File: src/rtl/fft_frame_buffer_pkg.sv
// Shared FFT definitions: default frame geometry and the bit-reversal helper
// used by both the frame buffer and the FFT core.
package fft_frame_buffer_pkg;

  localparam int FFT_N     = 8;
  localparam int FFT_IN_W  = 8;
  localparam int FFT_OUT_W = 9;

  // Reverse the low `bits` bits of idx; bits above `bits` are ignored.
  function automatic int unsigned bitrev(input int unsigned idx, input int unsigned bits);
    int unsigned r;
    r = 0;
    for (int unsigned i = 0; i < 32; i++) begin
      if (i < bits && idx[i]) r[bits-1-i] = 1'b1;
    end
    return r;
  endfunction

endpackage

File: src/rtl/fft_frame_buffer.sv
// Ping-pong frame buffer in front of the FFT core: collects N samples per
// bank and presents a completed bank as one wide word until it is taken.
module fft_frame_buffer
  import fft_frame_buffer_pkg::*;
#(
  parameter int N      = FFT_N,
  parameter int IN_W   = FFT_IN_W,
  parameter int OUT_W  = FFT_OUT_W,
  parameter int BITREV = 0
) (
  input  logic                   clk,
  input  logic                   rst_n,
  input  logic                   flush,
  input  logic                   s_valid,
  output logic                   s_ready,
  input  logic [IN_W-1:0]        s_data,
  output logic                   m_valid,
  input  logic                   m_ready,
  output logic [N*OUT_W-1:0]     m_data,
  output logic [$clog2(N):0]     fill_level
);

  localparam int IDX_W = $clog2(N);
  localparam int CNT_W = IDX_W + 1;

  logic [OUT_W-1:0] bank [2][N];
  logic             wb;
  logic             rb;
  logic [1:0]       full;
  logic [IDX_W-1:0] wptr;

  logic             accept;
  logic             release_frame;
  logic             last_sample;
  logic [IDX_W-1:0] wslot;
  logic [OUT_W-1:0] wdata;

  assign s_ready       = !full[wb] && !flush;
  assign accept        = s_valid && s_ready;
  assign m_valid       = full[rb];
  assign release_frame = full[rb] && m_ready;
  assign last_sample   = (wptr == IDX_W'(N - 1));
  assign wdata         = {{(OUT_W - IN_W){1'b0}}, s_data};
  assign fill_level    = CNT_W'(wptr);

  // Reordering happens on the write side so the read side is a plain register view.
  assign wslot = (BITREV != 0) ? IDX_W'(bitrev(32'(wptr), IDX_W)) : wptr;

  always_ff @(posedge clk) begin
    if (!rst_n) begin
      wb   <= 1'b0;
      rb   <= 1'b0;
      full <= '0;
      wptr <= '0;
      // NOTE: bank storage is reset too, so m_data reads zero after reset
      // instead of stale samples from before it.
      for (int b = 0; b < 2; b++) begin
        for (int k = 0; k < N; k++) begin
          bank[b][k] <= '0;
        end
      end
    end else begin
      // NOTE: non-blocking assignments here, so every test of wb/rb/wptr in
      // this block sees the value from before the edge.
      if (flush) begin
        wptr <= '0;
      end else if (accept) begin
        bank[wb][wslot] <= wdata;
        if (last_sample) begin
          full[wb] <= 1'b1;
          wb       <= ~wb;
          wptr     <= '0;
        end else begin
          wptr <= wptr + IDX_W'(1);
        end
      end
      // Completion needs !full[wb] and release needs full[rb], so when both
      // fire they always touch different banks.
      if (release_frame) begin
        full[rb] <= 1'b0;
        rb       <= ~rb;
      end
    end
  end

  always_comb begin
    // NOTE: default first so no path through this block can infer a latch.
    m_data = '0;
    for (int k = 0; k < N; k++) begin
      m_data[k*OUT_W +: OUT_W] = bank[rb][k];
    end
  end

endmodule

File: config.mk
export PLATFORM = sky130hd
export DESIGN_NAME = fft_frame_buffer
export DESIGN_NICKNAME = d
export VERILOG_FILES = /design/src/rtl/fft_frame_buffer_pkg.sv /design/src/rtl/fft_frame_buffer.sv
export SDC_FILE = /design/constraint.sdc
export NUM_CORES = 1
export LEC_CHECK = 0
export BUFFER_PORTS_ARGS = -buffer_cell sky130_fd_sc_hd__buf_2
export CORE_AREA = 3 3 107 109
export CTS_BUF_LIST = sky130_fd_sc_hd__clkbuf_4 sky130_fd_sc_hd__clkbuf_8 sky130_fd_sc_hd__clkbuf_16
export CTS_CLUSTER_DIAMETER = 60
export DETAILED_ROUTE_END_ITERATION = 10
export DIE_AREA = 0 0 110 112
export PLACE_DENSITY = 0.82
export SYNTH_ARGS = -nofsm -noshare
export SYNTH_HDL_FRONTEND = slang
export SYNTH_SLANG_ARGS = --single-unit
File: constraint.sdc
create_clock -name clk -period 2.64 [get_ports clk]
set_input_delay 0.132 -clock clk [delete_from_list [all_inputs] [get_ports clk]]
set_output_delay 0.132 -clock clk [all_outputs]
set_load 0.02 [all_outputs]
==> Word-level counts from Yosys, hierarchy flattened <==
Memories as Yosys holds them, arrays and structs flattened. A register that Yosys moved wholly into a read port is not among the register bits.
Index checks and enable logic that the tools add are counted.
{ "classes": {"n_addsub": 1, "order_cmp": 6, "eq_ne": 1, "mux": 26, "bitwise": 8, "reduce_logical": 11} }
{ "ops": {"columns": ["cell", "n"], "rows": [
  ["64-bit two-way mux", 2],
  ["72-bit two-way mux", 1],
  ["64-bit OR reduction", 1],
  ["9-bit demux with 3-bit select", 1],
  ["1-bit two-way mux", 13],
  ["2-bit two-way mux", 5],
  ["9-bit two-way mux", 1],
  ["1-bit logical AND", 6],
  ["4-bit greater-or-equal comparator (second input constant)", 1],
  ["1-bit by 2-bit < comparator with 1-bit output (second input constant)", 2],
  ["4-bit by 1-bit < comparator with 1-bit output (second input constant)", 1],
  ["1-bit NOT", 4],
  ["3-bit NOT with 4-bit output", 1],
  ["3-bit by 1-bit adder with 3-bit output (second input constant)", 1],
  ["3-bit equality test (second input constant)", 1],
  ["3-bit two-way mux", 1],
  ["3-bit AND reduction", 1],
  ["2-bit bitwise AND", 1],
  ["1-bit demux with 1-bit select", 2],
  ["1-bit greater-or-equal comparator (second input constant)", 2],
  ["1-bit zero test", 2],
  ["2-bit NOT", 1],
  ["2-bit OR", 1],
  ["2-bit OR reduction", 1]
]} }
{ "word_totals": {"ff_bits": 7, "ram_bits": 128, "in_bits": 13, "output_inout_bits": 78, "elab_cells": 58, "n_memories": 1} }
{ "mem_list": {"columns": ["name", "words", "word_bits", "read_ports", "rd_ports_with_merged_regs", "wr", "line_no", "source"], "rows": [
  ["bank", 2, 64, 1, 1, 2, "fft_frame_buffer.sv:26", "logic [OUT_W-1:0] bank [2][N];"]
]} }

==> Longest topological paths before layout <==
{ "logic_depth": {"ltp_word": 11, "mapped_depth": 6, "ltp_nobuf": 5} }

==> Worst setup path before layout <==
No wires, ideal clock.
{ "synth_path": {"path_kind": "register -> register", "start": "register wptr[0]", "end": "memory bank[0][0] in the netlist's numbering, enable pin", "t_arrival_ns": 1.707, "t_required_ns": 2.256, "slack_ns": 0.549, "path_stages_with_launch": 4, "synth_period_minus_slack_ns": 2.091, "path_cell_list": "dfxtp_1 -> clkbuf_1 -> nand4_2 -> o21ai_0"} }
{ "synth_rtl": {"columns": ["item", "line_no", "source"], "rows": [
  ["start, declared", "fft_frame_buffer.sv:30", "logic [IDX_W-1:0] wptr;"],
  ["start signal, assigned", "fft_frame_buffer.sv:74", "wptr <= wptr + IDX_W'(1);"],
  ["end, declared", "fft_frame_buffer.sv:26", null]
]} }

==> impl_metrics.csv <==
group,metric,value,unit
run_status,status,"finished clean",
pwr,ir_drop,0.341,mV
clock_network,cts_resized,0,
critical_path,crit_fanout,21,
clock_network,htreeDepth,4,
critical_path,critPathRequiredTime,2.87,ns
global_route,grt_first_pass_wirelength,19.6,mm
clock_network,cts_sinks,136,
timing,fin_crit_sh,0.804,
timing,report.final.slew_viol_count,0,
flow_run,drv_cap,0,
logic_synthesis,syn_area,5760,um2
logic_synthesis,yosys-top-cells-count,"128 x edfxtp_1, 65 x mux2_2, 61 x nor2_1",
drt,final_antenna_net_count,0,
drt,drt-pass1-iter-count,6,
clock_network,numCtsBuffers,17,
clock_network,ctsHoldBuffers,10,
global_route,grt_max_degree,65,
pwr,leakage,2.79,nW
floorplan,die_y,112,um
timing,fin_worst_hold_slack,0.0186,ns
clock_network,clock_path_buffers,2,
logic_synthesis,async_flop_share,0,
timing,fmax,471,MHz
pwr,clkPwrFrac,0.453,
logic_synthesis,synthCells,392,
pwr,switchingPower,1.03,mW
placement,dp_cells,608,
logic_synthesis,synthTopCellsByArea,"edfxtp_1 67%, mux2_2 13%, nor2_1 4.0%",
logic_synthesis,synth_edf_count,128,
floorplan,pin_count,91,
drt,drt_wl_total,12.9,mm
timing,finClkSkew,0.00894,ns
critical_path,critPathKind,"input pin to flop",
logic_synthesis,synth_cell_type_count,37,
final_layout,final_cells,650,
logic_synthesis,ys_ff_latch,136,
logic_synthesis,synth.largest_area_cell,"edfxtp_1",
global_route,grt_pass1_vias,3474,
final_layout,fin_area,7030,um2
final_layout,fin_nets,512,
critical_path,cp-start-kind,"input pin",
logic_synthesis,ys.warnings.count,0,
final_layout,syn2layout_area_growth,22.0,%
logic_synthesis,avgSynthCellArea,14.7,um2
logic_synthesis,ys_seq_area_frac,0.695,
pwr,power,5.00,mW
drt,vias,3623,
final_layout,antenna_cells,0,
timing,final.setup.worst_slack,0.517,ns
global_route,overflow,0,
logic_synthesis,synth_top_area_share,0.667,
pwr,p_int,3.97,mW
global_route,antenna_found_initial,0,
floorplan,initial_utilization,0.539,
hold_path,worstHoldPathType,"input pin to flop",
timing,slew_headroom,0.609,
critical_path,crit_arrival,2.35,ns
logic_synthesis,synth_flop_cell,"edfxtp_1",
floorplan,dieArea,12300,um2
placement,port_buffers,81,
pwr,p_seq_frac,0.492,
floorplan,dieWidth,110,um
floorplan,rows,38,
placement,gp_congestion,0.861,
clock_network,cts.clk_slew.worst_paths,0.06,ns
global_route,grt.total_usage,0.224,
timing,max_slew.worst_pin.slew,0.570,ns
placement,placed_cell_area,6340,um2
pwr,combPwrFrac,0.055,
critical_path,critPathCaptureType,"flop",
timing,setup-violations-final,0,
pwr,swShare,0.206,
clock_network,cts-root-buf,"clkbuf_8",
placement,dp_slack,0.578,ns
placement,hpwl,8.70,mm
clock_network,postCtsSetupBuffers,0,
timing,fin_tns_setup,0,ns
timing,hold_viol,0,
drt,drc,0,
final_layout,fin_util,0.657,
clock_network,cts_tree,"done",
floorplan,core,10700,um2
logic_synthesis,post-synth-top-count-cell,"edfxtp_1",
timing,grt_setup_unrepaired,"false",
drt,drt_iter0_markers,449,
final_layout,drive_gt1_frac,0.400,
timing,period_needed,2.12,ns
clock_network,clk_latency,0.53,ns
drt,routedWlPerCell,19.9,um
pwr,powerDensity,711,nW/um2
drt,vias_per_cell,5.57,
-- state kept, by name (all words and copies together), names as in the netlist, named ones only --
signal / count
bank: 128
wb: 1
full: 2
wptr: 3
rb: 1
-- cells by family (layout without fill, tap and decap cells) --
family	Yosys count	after routing	share of synthesized area
flip-flops	136	136	0.695
AND/OR/NAND/NOR	129	129	0.112
multiplexers	67	67	0.131
other	1	9	0.000651
buffers and inverters	33	143	0.0317
AO/OA/AOI/OAI	24	24	0.0248
adder cells (fa/ha/maj)	2	2	0.00434
-- critical path, stage by stage --
cell	delay, ns
dlygate4sd3_1	0.52
buf_2	0.33
and3b_1	0.55
nand4b_2	0.35
o21ai_0	0.26
buf_4	0.20
-- power by group through the flow --
stage | sequential (mW) | clock (mW) | combinational [mW]
after global placement | 2.50 | 0 | 0.255
after global routing | 2.47 | 2.38 | 0.293
after floorplan | 2.49 | 0 | 0.171
after detailed placement | 2.51 | 0 | 0.261
final | 2.46 | 2.26 | 0.275
after CTS | 2.46 | 2.28 | 0.274
-- layer usage --
| layer | track usage | routed length [um] | share of wire |
|---|---|---|---|
| met5 | 0 | 0 | 0 |
| met4 | 0.0931 | 401 | 0.031 |
| met3 | 0.0574 | 1150 | 0.089 |
| met2 | 0.349 | 6310 | 0.49 |
| met1 | 0.298 | 5060 | 0.39 |
-- area by class of cell --
class                      instances  area [um2]
clock buffer                      27         562
clock inverter                     5        27.5
multi-input combinational        231        1610
inverter                           3        11.3
tap                              140         175
sequential                       136        4010
timing repair buffer             108         646
fill                             733        3660
-- final timing paths --
| check | end | slack (ns) | start | depth (start not counted) |
|---|---|---|---|---|
| max | bank[0][11] | 0.52 | rst_n | 6 |
| min | bank[1][61] | 0.02 | s_data[5] | 2 |
| max reg2reg | bank[1][39] | 0.68 | wptr[2] | 4 |
| min reg2reg | full[1] | 0.61 | full[1] | 2 |
-- cell usage in the layout (no fill, tap or decap), drive strengths merged --
master         n
edfxtp       128
buf           98
mux2          66
nor2          62
clkbuf        27
nand2         19
o21ai         16
and2          16
dlygate4sd3   10
conb           9
and3           8
dfxtp          8
nand2b         5
nand3          5
inv            5
clkinv         3
nand4          3
a21boi         3
a21oi          2
nor3b          2
o221a          2
ha             2
nand4b         2
mux2i          1
and3b          1
nor2b          1
o31ai          1
nor3           1
and4bb         1
and4           1
nand3b         1
or4            1
Note: power is estimated with default switching activity, not from simulation.
